[src/rtl/cadr_pkg.sv]
// rtl/cadr_pkg.sv - shared A-memory constants and spy-port state encoding
package cadr_pkg;

    localparam int AMEM_AW = 10;
    localparam int AMEM_DW = 32;

    localparam logic [AMEM_DW-1:0] AMEM_CLR_VALUE = 32'h0000_0000;

    typedef enum logic [2:0] {
        SPY_IDLE     = 3'd0,
        SPY_RD_ISSUE = 3'd1,
        SPY_RD_WAIT  = 3'd2,
        SPY_WR       = 3'd3,
        SPY_ACK      = 3'd4,
        SPY_CLEAR    = 3'd5
    } spy_state_t;

endpackage

[src/rtl/amem_spy_port.sv]
// rtl/amem_spy_port.sv - host/debug access and bulk-clear engine for the A memory
module amem_spy_port
    import cadr_pkg::*;
#(
    parameter int AW = AMEM_AW,
    parameter int DW = AMEM_DW,
    parameter logic [DW-1:0] CLR_VALUE = AMEM_CLR_VALUE
) (
    input  logic          clk,
    input  logic          reset,
    input  logic          halted,
    input  logic          spy_req,
    input  logic          spy_wr,
    input  logic [AW-1:0] spy_adr,
    input  logic [DW-1:0] spy_wdata,
    output logic          spy_ack,
    output logic [DW-1:0] spy_rdata,
    input  logic          clr_start,
    output logic          clr_busy,
    output logic [AW-1:0] aadr_o,
    output logic          arp_o,
    output logic          awp_o,
    output logic [DW-1:0] l_o,
    input  logic [DW-1:0] amem
);

    // Counter is one bit wider than the address so the sweep ends on the
    // carry out of the last address instead of wrapping back to zero.
    localparam logic [AW:0] CNT_ONE = (AW+1)'(1);

    spy_state_t    state, state_n;
    logic [AW:0]   cnt, cnt_n;
    logic          ack_n;
    logic          busy_n;
    logic          arp_n;
    logic          awp_n;
    logic [AW-1:0] adr_n;
    logic [DW-1:0] l_n;
    logic [DW-1:0] rdata_n;

    // Next-state and next-output decode; every output is registered below.
    // The host address/data are captured straight into aadr_o/l_o at
    // acceptance, so those registers double as the request latch.
    always_comb begin
        state_n = state;
        cnt_n   = cnt;
        ack_n   = 1'b0;
        busy_n  = clr_busy;
        arp_n   = 1'b0;
        awp_n   = 1'b0;
        adr_n   = aadr_o;
        l_n     = l_o;
        rdata_n = spy_rdata;

        case (state)
            SPY_IDLE: begin
                if (clr_start) begin
                    // Clear beats a simultaneous host request; the request
                    // stays pending on spy_req and is taken after the sweep.
                    state_n = SPY_CLEAR;
                    busy_n  = 1'b1;
                    adr_n   = '0;
                    cnt_n   = '0;
                    if (halted) begin
                        awp_n = 1'b1;
                        l_n   = CLR_VALUE;
                        cnt_n = CNT_ONE;
                    end
                end else if (halted && spy_req) begin
                    adr_n = spy_adr;
                    if (spy_wr) begin
                        state_n = SPY_WR;
                        awp_n   = 1'b1;
                        l_n     = spy_wdata;
                    end else begin
                        state_n = SPY_RD_ISSUE;
                        arp_n   = 1'b1;
                    end
                end
            end

            SPY_WR: begin
                state_n = SPY_ACK;
            end

            SPY_RD_ISSUE: begin
                state_n = SPY_RD_WAIT;
            end

            SPY_RD_WAIT: begin
                // RAM output is valid one clock after the read strobe.
                rdata_n = amem;
                state_n = SPY_ACK;
            end

            SPY_ACK: begin
                if (spy_req) begin
                    ack_n = 1'b1;
                end else begin
                    state_n = SPY_IDLE;
                end
            end

            SPY_CLEAR: begin
                if (cnt[AW]) begin
                    // Last address was written on the previous cycle.
                    state_n = SPY_IDLE;
                    busy_n  = 1'b0;
                end else begin
                    // Address tracks the counter even while paused so the
                    // sweep resumes exactly where it stopped.
                    adr_n = cnt[AW-1:0];
                    if (halted) begin
                        awp_n = 1'b1;
                        l_n   = CLR_VALUE;
                        cnt_n = cnt + CNT_ONE;
                    end
                end
            end

            default: begin
                state_n = SPY_IDLE;
                busy_n  = 1'b0;
            end
        endcase
    end

    // State and registered outputs; reset aborts any access in flight.
    always_ff @(posedge clk or posedge reset) begin
        if (reset) begin
            state     <= SPY_IDLE;
            cnt       <= '0;
            spy_ack   <= 1'b0;
            spy_rdata <= '0;
            clr_busy  <= 1'b0;
            aadr_o    <= '0;
            arp_o     <= 1'b0;
            awp_o     <= 1'b0;
            l_o       <= '0;
        end else begin
            state     <= state_n;
            cnt       <= cnt_n;
            spy_ack   <= ack_n;
            spy_rdata <= rdata_n;
            clr_busy  <= busy_n;
            aadr_o    <= adr_n;
            arp_o     <= arp_n;
            awp_o     <= awp_n;
            l_o       <= l_n;
        end
    end

endmodule

[config.mk]
export PLATFORM = sky130hd
export DESIGN_NAME = amem_spy_port
export DESIGN_NICKNAME = d
export VERILOG_FILES = /design/src/rtl/cadr_pkg.sv /design/src/rtl/amem_spy_port.sv
export SDC_FILE = /design/constraint.sdc
export NUM_CORES = 1
export LEC_CHECK = 0
export BUFFER_PORTS_ARGS = -buffer_cell sky130_fd_sc_hd__buf_2
export CAP_MARGIN = 20
export CORE_ASPECT_RATIO = 0.6
export CORE_MARGIN = 2
export CORE_UTILIZATION = 50
export CTS_CLUSTER_SIZE = 10
export DETAILED_ROUTE_END_ITERATION = 10
export GPL_TIMING_DRIVEN = 0
export PLACE_DENSITY = 0.83
export SETUP_SLACK_MARGIN = 0.1
export SLEW_MARGIN = 20
export SYNTH_ARGS = -nofsm -noshare
export SYNTH_HDL_FRONTEND = slang
export SYNTH_SLANG_ARGS = --single-unit
[constraint.sdc]
create_clock -name clk -period 7.2 [get_ports clk]
set_clock_uncertainty 0.15 [all_clocks]
set_input_delay 1.08 -clock clk [delete_from_list [all_inputs] [get_ports clk]]
set_output_delay 1.08 -clock clk [all_outputs]
set_load 0.02 [all_outputs]
# Word level (Yosys, flattened, before mapping)
# Index checks and enable logic that the tools add are counted.
dict set report word_totals {
  register_bits 92
  latch_bits 0
  ramBits 0
  mem_bits_ro 0
  inputBits 80
  elab_cells 71
  n_memories 0
}
dict set report op_classes {
  n_addsub 1
  n_mul 0
  div 0
  magnitude_cmp 0
  n_eq_ne 12
  shift 0
  n_mux 36
  bitwise 1
  n_reduce_logical 11
}
# cell count
set ops {}
lappend ops {{2-to-1 mux 32 bit} 5}
lappend ops {{case mux 32 bit (2 select lines)} 1}
lappend ops {{2-to-1 mux 11 bit} 3}
lappend ops {{2-to-1 mux 10 bit} 3}
lappend ops {{case mux 11 bit (2 select lines)} 1}
lappend ops {{case mux 10 bit (2 select lines)} 1}
lappend ops {{case mux 3 bit (5 select lines)} 1}
lappend ops {{2-to-1 mux 1 bit} 14}
lappend ops {{2-to-1 mux 3 bit} 4}
lappend ops {{adder 11 x 1 -> 11 bit, second input constant} 1}
lappend ops {{inequality test 2 bit, second input constant} 5}
lappend ops {{AND reduction 3 bit} 3}
lappend ops {{AND reduction 4 bit} 2}
lappend ops {{equality test 3 x 2 -> 1 bit, second input constant} 2}
lappend ops {{equality test 3 bit, second input constant} 2}
lappend ops {{inequality test 3 bit, second input constant} 2}
lappend ops {{OR reduction 4 bit} 1}
lappend ops {{equality test 3 x 1 -> 1 bit, second input constant} 1}
lappend ops {{logical NOT 3 bit} 1}
lappend ops {{case mux 1 bit (3 select lines)} 1}
lappend ops {{2-to-1 mux 2 bit} 1}
lappend ops {{case mux 1 bit (2 select lines)} 1}
lappend ops {{AND reduction 2 bit} 1}
lappend ops {{nonzero test 2 bit} 1}
lappend ops {{3 further kinds} 3}

# Longest topological paths before layout
dict set report depth {
  depth_word 4
  mapped_depth 6
}

# Worst setup path after synthesis
# Ideal clock, no wire load.
dict set report synth_timing {
  path_kind {input to register}
  start {input spy_req}
  end {register aadr_o[0]}
  setup_time_ns 0.079
  t_arrival_ns 2.078
  t_required_ns 6.971
  setup_slack_ns 4.892
  path_stages 5
  n_path_buf 1
  cell_sequence {a21oi_1 -> or3_1 -> a21oi_1 -> buf_2 -> mux2i_1}
}
dict set report synth_between {
  elab_chain_cells 3
}
# element line
set synth_rtl {}
lappend synth_rtl {{start, declared} amem_spy_port.sv:12} ;# input logic spy_req,
lappend synth_rtl {{logical AND 1 bit} amem_spy_port.sv:69} ;# end else if (halted && spy_req) begin
lappend synth_rtl {{inequality test 3 bit (no source line)} --}
lappend synth_rtl {{AND reduction 3 bit (no source line)} --}
lappend synth_rtl {{end signal, assigned} amem_spy_port.sv:146} ;# aadr_o <= adr_n;
lappend synth_rtl {{end, declared} amem_spy_port.sv:20} ;# output logic [AW-1:0] aadr_o,
# Every way passes these cells.
# A chain may end at the register's enable or synchronous reset.

# Final worst setup path
dict set report layout_timing {
  start {input halted}
  end {register cnt[3]}
}
dict set report layout_between {
  elab_chain_cells 2
}
# element line
set layout_rtl {}
lappend layout_rtl {{start, declared} amem_spy_port.sv:11} ;# input logic halted,
lappend layout_rtl {{inequality test 2 bit (no source line)} --}
lappend layout_rtl {{AND reduction 4 bit (no source line)} --}
lappend layout_rtl {{end signal, assigned} amem_spy_port.sv:142} ;# cnt <= cnt_n;
lappend layout_rtl {{end, declared} amem_spy_port.sv:32} ;# logic [AW:0] cnt, cnt_n;
# Every way passes these cells.

==> results.json <==
{
  "cp_max_fo": 10,
  "drive_above_1_share_pct": 46.9,
  "finalSetupTns_ps": 0,
  "first_iter_violations": 186,
  "grt_pass1_wl_microns": 14000,
  "period_needed_ps": 2500,
  "post-cts-setup-buffers": 0,
  "netlist_area_sq_mm": 0.00379,
  "max_slew.worst_pin.slew_ps": 686,
  "drc": 0,
  "core_area_sq_mm": 0.00730,
  "fin_area_sq_mm": 0.00503,
  "seq_area_sq_mm": 0.00230,
  "synth_top_area_share_pct": 60.8,
  "synth-compound-area-share_pct": 13.7,
  "routed-via-count": 3018,
  "synth_enable_flop_cells": 0,
  "diodes": 0,
  "synthMuxAreaShare_pct": 12.2,
  "hold_buffers": 0,
  "syn_to_final_growth_pct": 32.9,
  "grt_max_degree": 48,
  "ios": 158,
  "synthAdderAreaFrac_pct": 0.330,
  "cts.path.max_buffers": 2,
  "fin_nets": 548,
  "clock_latency_ps": 330,
  "overflow": 0,
  "postSynth.asyncResetShare_pct": 100,
  "syn_avg_cell_area_sq_um": 12.7,
  "hold_violations": 0,
  "wl_per_cell_microns": 15.5,
  "placed_cell_area_sq_mm": 0.00473,
  "cp-start-kind": "input pin",
  "start_util_pct": 51.9,
  "outcome": "finished, final reports clean",
  "multi_input_area_sq_mm": 0.00133,
  "yosys.area_share.simple_pct": 8.79,
  "port_buffers": 157,
  "grt_usage_pct": 21.7,
  "grt_pass1_vias": 2937,
  "yosys-top-cells-count": "92 x dfrtp_1, 33 x a22o_1, 32 x mux2_2, 18 x a21oi_1, 18 x inv_1",
  "drv_slew": 0,
  "root_buffer": "clkbuf_16",
  "die_area_sq_mm": 0.00831,
  "ir_worst_vdd_mv": 0.173,
  "syn-instance-count": 298,
  "power.leakage_nw": 2.59,
  "antenna_found_initial": 0,
  "setup.worst_path.end_class": "register",
  "clk_pin_slew_ps": 60,
  "rows": 24,
  "dieWidth_microns": 116,
  "maxCapViolations": 0,
  "clkSinkCount": 92,
  "min-delay-path-class": "reg2reg",
  "die_y_microns": 71.4,
  "arrival_ps": 2600,
  "slew_headroom_pct": 53.9,
  "rsz0062_at_grt": "false",
  "ant_nets": 0,
  "ys_seq_elements": 92,
  "max_freq_ghz": 0.400,
  "cts_tree": "done",
  "place_hpwl_microns": 6550,
  "firstDrtPassIters": 4,
  "yosysMostFrequentCell": "dfrtp_1",
  "drt-total-wl_microns": 8910,
  "path_class": "in2reg",
  "post-route-period-util_pct": 34.7,
  "p_per_area_mw_per_mm2": 424,
  "yosysTopAreaCell": "dfrtp_1",
  "numCtsBuffers": 9,
  "cts-resized-gates": 0,
  "htreeDepth": 3,
  "synth_xor_xnor_area_share_pct": 0.231,
  "synth_nets": 379,
  "yosysUniqueCellTypes": 40,
  "synth_ff_type": "dfrtp_1",
  "crit_required_ps": 7300,
  "yosys_warnings": 0,
  "place_congestion": 0.893,
  "nFillCells": 549,
  "synth_top_family_by_area": "compound AO/OA/AOI/OAI gates",
  "setup_viol": 0,
  "seq_area_frac_synth_pct": 60.8,
  "avgViaCountPerCell": 5.25,
  "synth_area_leaders": "dfrtp_1 61%, mux2_2 9.5%, a22o_1 7.6%"
}
metal layers:
| metal | vias to the layer above | GRT usage (%) | routed length, microns |
|---|---|---|---|
| met4 | 0 | 5.82 | 91 |
| met1 | 1453 | 28.8 | 3960 |
| li1 | 1415 | - | - |
| met5 | - | 0 | 0 |
| met3 | 11 | 6.85 | 769 |
| met2 | 139 | 35.1 | 4080 |
report_power, final:
| part | switching [mW] | internal [mW] |
|---|---|---|
| sequential | 0.102 | 0.708 |
| clock | 0.189 | 0.278 |
| combinational | 0.510 | 0.346 |
| total | 0.801 | 1.33 |
flip-flops by register name, indices dropped and copies added, names as in the netlist:
signal and cells:
l_o 32, clr_busy 1, awp_o 1, spy_rdata 32
aadr_o 10, spy_ack 1, state 3, arp_o 1
cnt 11
layout make-up:
class	count	share of cell area, %
clock inverters	5	1.24
plain buffers	17	1.67
multi-input cells	171	26.5
flip-flops and latches	92	45.7
clock buffers	10	4.75
inverters	18	1.39
well taps	104	2.59
repair buffers	158	16.2
metrics by stage:
step	hold WS, ps	total power, mW	util, %	setup slack (ps)	std cells
after floorplan	337	1.38	-	3580	298
after global placement	333	1.65	64.4	2630	559
after detailed placement	335	1.68	64.8	4400	560
after CTS	353	2.15	69.0	4730	575
after global routing	363	2.25	69.0	4550	575
final	349	2.13	69.0	4700	575
worst max-delay path: stages:
cell	delay, ps
buf_2	150
and4b_1	190
o21ai_0	460
clkbuf_1	410
o21ai_0	150
a21oi_1	150
cell usage in the layout (no fill, tap or decap), types with 3 or more instances in the layout:
| cell | instances |
|---|---|
| a21oi_1 | 18 |
| a22o_1 | 33 |
| buf_2 | 164 |
| buf_4 | 3 |
| clkbuf_1 | 7 |
| clkbuf_16 | 9 |
| dfrtp_1 | 92 |
| inv_1 | 17 |
| mux2_2 | 32 |
| mux2i_1 | 10 |
| nand2_1 | 12 |
| nor2_1 | 6 |
| nor3_1 | 5 |
| nor3b_1 | 12 |
| o21ai_0 | 9 |
| o31ai_1 | 4 |
| or3_1 | 4 |
worst paths after layout:
| kind | from | to | slack [ps] | depth (start not counted) |
|---|---|---|---|---|
| worst max-delay path | halted | cnt[3]$_DFFE_PP0P_ | 4700 | 6 |
| max in group asynchronous | reset | aadr_o[6]$_DFFE_PP0P_ | 5610 | 3 |
| min in group asynchronous | reset | l_o[7]$_DFFE_PP0P_ | 680 | 2 |
| worst min-delay path | spy_rdata[25]$_DFFE_PP0N_ | spy_rdata[25]$_DFFE_PP0N_ | 350 | 1 |
| worst max register to register | state[1]$_DFFE_PP0P_ | spy_rdata[16]$_DFFE_PP0N_ | 4970 | 5 |
| worst min register to register | spy_rdata[25]$_DFFE_PP0N_ | spy_rdata[25]$_DFFE_PP0N_ | 350 | 1 |
logic make-up after synthesis:
| kind of cell | count (synthesis) |
|---|---|
| flops | 92 |
| compound gates | 72 |
| simple gates | 55 |
| mux | 42 |
| buf+inv | 35 |
| xor+xnor | 1 |
| fa+ha+maj | 1 |
Power figures use the tool's default switching activity.
